<file path="config.mk">
export PLATFORM = sky130hd
export DESIGN_NAME = bc_stage_pf
export DESIGN_NICKNAME = d
export VERILOG_FILES = /design/src/rtl/bc_stage_pf.sv
export SDC_FILE = /design/constraint.sdc
export NUM_CORES = 1
export LEC_CHECK = 0
export ABC_AREA = 1
export CAP_MARGIN = 15
export CORE_ASPECT_RATIO = 0.7
export CORE_MARGIN = 2
export CORE_UTILIZATION = 60
export DETAILED_ROUTE_END_ITERATION = 6
export GPL_TIMING_DRIVEN = 0
export PLACE_DENSITY = 0.95
export SYNTH_ARGS = -nofsm -noshare
export SYNTH_HDL_FRONTEND = slang
export SYNTH_SLANG_ARGS = --single-unit
</file>
<file path="constraint.sdc">
create_clock -name i_clk -period 21 [get_ports i_clk]
set_input_delay 4.2 -clock i_clk [delete_from_list [all_inputs] [get_ports i_clk]]
set_output_delay 4.2 -clock i_clk [all_outputs]
set_load 0.01 [all_outputs]
</file>
<file path="src/rtl/bc_stage_pf.sv">
// rtl/bc_stage_pf.sv - instruction prefetch stage: credit-limited fetch, PC-tagged FIFO, redirect with stale-response discard
module bc_stage_pf #(
    parameter int                    ADDR_WIDTH  = 32,
    parameter int                    INSTR_WIDTH = 32,
    parameter int                    DEPTH       = 4,
    parameter logic [ADDR_WIDTH-1:0] RESET_PC    = '0
) (
    input  logic                   i_clk,
    input  logic                   i_rstn,
    input  logic                   i_redirect,
    input  logic [ADDR_WIDTH-1:0]  i_redirect_pc,
    output logic                   o_imem_req,
    output logic [ADDR_WIDTH-1:0]  o_imem_addr,
    input  logic                   i_imem_gnt,
    input  logic                   i_imem_rvalid,
    input  logic [INSTR_WIDTH-1:0] i_imem_rdata,
    output logic                   o_instr_valid,
    output logic [INSTR_WIDTH-1:0] o_instr,
    output logic [ADDR_WIDTH-1:0]  o_instr_pc,
    input  logic                   i_instr_ready
);

    localparam int PW = $clog2(DEPTH);
    localparam int CW = PW + 1;

    logic [ADDR_WIDTH-1:0]  fetch_pc;
    logic [ADDR_WIDTH-1:0]  resp_pc;
    logic [CW-1:0]          outstanding;
    logic [CW-1:0]          discard;
    logic [CW-1:0]          count;
    logic [PW-1:0]          wr_ptr;
    logic [PW-1:0]          rd_ptr;
    logic                   valid_q;
    logic [INSTR_WIDTH-1:0] fifo_instr [DEPTH];
    logic [ADDR_WIDTH-1:0]  fifo_pc    [DEPTH];

    logic [CW-1:0] credit_sum;
    logic [CW-1:0] outstanding_next;
    logic [CW-1:0] count_next;
    logic          grant;
    logic          push;
    logic          pop;

    // Every in-flight request owns a FIFO slot, so a kept response can always be pushed.
    assign credit_sum       = count + outstanding;
    assign o_imem_req       = i_rstn && (credit_sum < CW'(DEPTH));
    assign grant            = o_imem_req && i_imem_gnt;
    assign push             = i_imem_rvalid && (discard == '0) && !i_redirect;
    assign pop              = valid_q && i_instr_ready && !i_redirect;
    assign outstanding_next = outstanding + CW'(grant) - CW'(i_imem_rvalid);

    always_comb begin
        count_next = count;
        if (i_redirect) begin
            count_next = '0;
        end else begin
            count_next = count + CW'(push) - CW'(pop);
        end
    end

    assign o_imem_addr   = fetch_pc;
    assign o_instr_valid = valid_q;
    assign o_instr       = fifo_instr[rd_ptr];
    assign o_instr_pc    = fifo_pc[rd_ptr];

    always_ff @(posedge i_clk) begin
        if (!i_rstn) begin
            fetch_pc    <= RESET_PC;
            resp_pc     <= RESET_PC;
            outstanding <= '0;
            discard     <= '0;
            count       <= '0;
            wr_ptr      <= '0;
            rd_ptr      <= '0;
            valid_q     <= 1'b0;
            for (int i = 0; i < DEPTH; i++) begin
                fifo_instr[i] <= '0;
                fifo_pc[i]    <= '0;
            end
        end else begin
            outstanding <= outstanding_next;
            count       <= count_next;
            valid_q     <= (count_next != '0);
            if (i_redirect) begin
                // Everything not yet returned after this edge, including a same-cycle grant, is stale.
                fetch_pc <= i_redirect_pc;
                resp_pc  <= i_redirect_pc;
                discard  <= outstanding_next;
                wr_ptr   <= '0;
                rd_ptr   <= '0;
            end else begin
                if (grant) begin
                    fetch_pc <= fetch_pc + ADDR_WIDTH'(4);
                end
                if (i_imem_rvalid && (discard != '0)) begin
                    discard <= discard - CW'(1);
                end
                if (push) begin
                    fifo_instr[wr_ptr] <= i_imem_rdata;
                    fifo_pc[wr_ptr]    <= resp_pc;
                    wr_ptr             <= wr_ptr + PW'(1);
                    resp_pc            <= resp_pc + ADDR_WIDTH'(4);
                end
                if (pop) begin
                    rd_ptr <= rd_ptr + PW'(1);
                end
            end
        end
    end

endmodule

</file>
==> impl_metrics.json <==
{
  "status": "finished clean",
  "hp-start": "o_imem_addr[1]",
  "holdWs_ns": 0.447,
  "avgViaCountPerCell": 6.08,
  "end_kind": "output port",
  "place_inst": 2355,
  "clockRootBuffer": "clkbuf_16",
  "final_nets": 2111,
  "max_stage_delay_ns": 0.57,
  "clk_pin_slew_worst_paths_ns": 0.06,
  "layout_min_cycle_time_ns": 9.35,
  "fp-row-count": 49,
  "synth_top_area_share_pct": 48.0,
  "yosysSeqAreaShare_pct": 58.0,
  "n_antenna_cell": 0,
  "drv_slew": 0,
  "syn_nets": 1904,
  "clock.fmax_ghz": 0.107,
  "grt_max_degree": 50,
  "period_share_pct": 44.5,
  "avgSynthCellArea_um2": 8.78,
  "hp-class": "reg -> reg",
  "clkSinkCount": 336,
  "cp.required_ns": 16.80,
  "path_max_fanout": 10,
  "drt_wl_total_um": 49600,
  "io_pins": 168,
  "routed-via-count": 14700,
  "gp_congestion": 0.941,
  "cts_buffers": 30,
  "drt-pass1-iter-count": 7,
  "drive_above_1_share_pct": 7.40,
  "gr-total-overflow": 0,
  "rsz0062_at_grt": "no",
  "hpwl_um": 34300,
  "dieHeight_um": 141,
  "ctsLongestPathBuffers": 3,
  "final_hold_viol_count": 0,
  "ant_nets": 0,
  "synth_edf_count": 256,
  "fin_skew_ns": 0.0259,
  "wl_per_cell_um": 20.6,
  "async_flop_share_pct": 0,
  "antenna_found_initial": 1,
  "dp_slack_ns": 11.65,
  "synth_cells": 1823,
  "synthDistinctLibCells": 39,
  "postCtsSetupBuffers": 0,
  "cts_tree": "built",
  "setup_viol": 0,
  "die_area_um2": 28000,
  "cts_resized": 0,
  "synth_ff_type": "edfxtp_1",
  "track_usage_pct": 35.1,
  "syn_area_um2": 16000,
  "total_power_mw": 1.55,
  "grt_pass1_vias": 13800,
  "setup.worst_path.start": "i_rstn",
  "placedInstanceArea_um2": 18400,
  "h-tree-depth": 1,
  "start_kind": "primary input",
  "synthTopCellsByArea": "edfxtp_1 48%, nor2_1 10%, dfxtp_1 10%, nand2_1 6.1%, o21ai_0 5.7%",
  "cp.arrival_ns": 5.15,
  "yosysWarnings": 0,
  "vdd_drop_max_mv": 0.0780,
  "grt_pass1_wl_um": 75000,
  "crit_type": "in -> out",
  "die_w_um": 199,
  "relSlewSlack_pct": 28.6,
  "path_cells": "buf_4 > nand2_1 > nor2_1 > clkdlybuf4s50_1",
  "yosys.area.top_type": "edfxtp_1",
  "worst_slack_ns": 11.65,
  "fillers": 1676,
  "start_util_pct": 61.7,
  "ys_ff_latch": 336,
  "ctsHoldBuffers": 0,
  "port_buffers": 166,
  "area_growth_pct": 20.8,
  "clock_latency_ns": 0.59,
  "worstMarginPinSlew_ns": 1.07,
  "drt_iter0_markers": 2187,
  "power.density_nw_per_um2": 80.0,
  "p_leak_nw": 7.15,
  "r2r-start": "discard[0]",
  "finish.instance_area_um2": 19300,
  "coreArea_um2": 25900,
  "drc": 0,
  "crit_slowest_cell": "clkdlybuf4s50_1",
  "stdcell_count": 2411,
  "maxCapViolCount": 0,
  "final_core_util_pct": 74.6,
  "setup_tns_ns": 0
}
## flip-flops by register name, indices dropped and copies added (netlist names), named ones only
| register | flops |
|---|---|
| count | 3 |
| o_instr_valid | 1 |
| outstanding | 3 |
| discard | 3 |
| wr_ptr | 2 |
| o_imem_addr | 32 |
| rd_ptr | 2 |
| resp_pc | 32 |
| fifo_instr | 128 |
| fifo_pc | 128 |
## where the power goes
part / total (mW) / internal (mW) / switching [mW] / leakage [nW]
registers: 0.778 / 0.754 / 0.0235 / 3.31
logic: 0.208 / 0.0766 / 0.131 / 3.37
clock network: 0.562 / 0.307 / 0.255 / 0.477
## per-layer routing
| metal | part of all wire (%) | global-route usage [%] |
|---|---|---|
| met1 | 36 | 47.9 |
| met2 | 45 | 53.8 |
| met3 | 15 | 9.23 |
| met4 | 3.9 | 14.1 |
| met5 | 0.016 | 0 |
## cell usage after synthesis, drive strengths merged (4+ instances only)
cell type,instances
nor3,16
a21oi,37
o21bai,4
o21ai,183
nand4,13
edfxtp,256
xnor2,5
ha,9
nor2,493
buf,25
xor2,18
o22ai,65
nand2,262
inv,198
nand3,71
dfxtp,80
a31oi,7
clkbuf,66
## layout make-up
| cell class | instances | area (um2) | area share [%] |
|---|---|---|---|
| Buffer | 91 | 389 | 2.01 |
| Clock buffer | 39 | 805 | 4.16 |
| Clock inverter | 17 | 165 | 0.854 |
| Inverter | 199 | 747 | 3.86 |
| Multi-Input combinational cell | 1197 | 5630 | 29.1 |
| Sequential cell | 336 | 9290 | 48.0 |
| Tap cell | 357 | 447 | 2.31 |
| Timing Repair Buffer | 175 | 1870 | 9.65 |
## placed cells by master (no fill, tap or decap), types with 7 or more instances in the layout
cell type and n:
nor2_1 427, nand2_1 260, edfxtp_1 256, inv_1 193, o21ai_0 180, clkdlybuf4s50_1 166
dfxtp_1 80, clkbuf_1 73, nand3_1 69, o22ai_1 65, nor2_2 61, a21oi_1 37
clkbuf_16 30, xor2_1 18, nor3_1 16, nand4_1 13, buf_2 11, ha_1 9
buf_4 7, a31oi_1 7, clkinv_2 7
## worst max-delay path: cells and delay by family
family	cells	cell delay, ns
buffers and inverters	2	0.74
AND/OR/NAND/NOR	2	0.20
## cells by family after synthesis
logic type      count (synthesis)  synth area share [%]
fa+ha+maj                      11                 0.953
flops                         336                  58.0
simple gates                  859                  22.4
compound gates                304                  10.3
xor+xnor                       23                  1.26
buf+inv                       290                  7.10
## worst paths after layout
path | endpoint | slack (ns) | cells past startpoint
worst max register to register | fifo_pc[3][26] | 17.07 | 10
worst max-delay path | o_imem_req | 11.65 | 4
worst min-delay path | o_imem_addr[1] | 0.45 | 2
worst min register to register | o_imem_addr[1] | 0.45 | 2
Note: power is estimated with default switching activity, not from simulation.
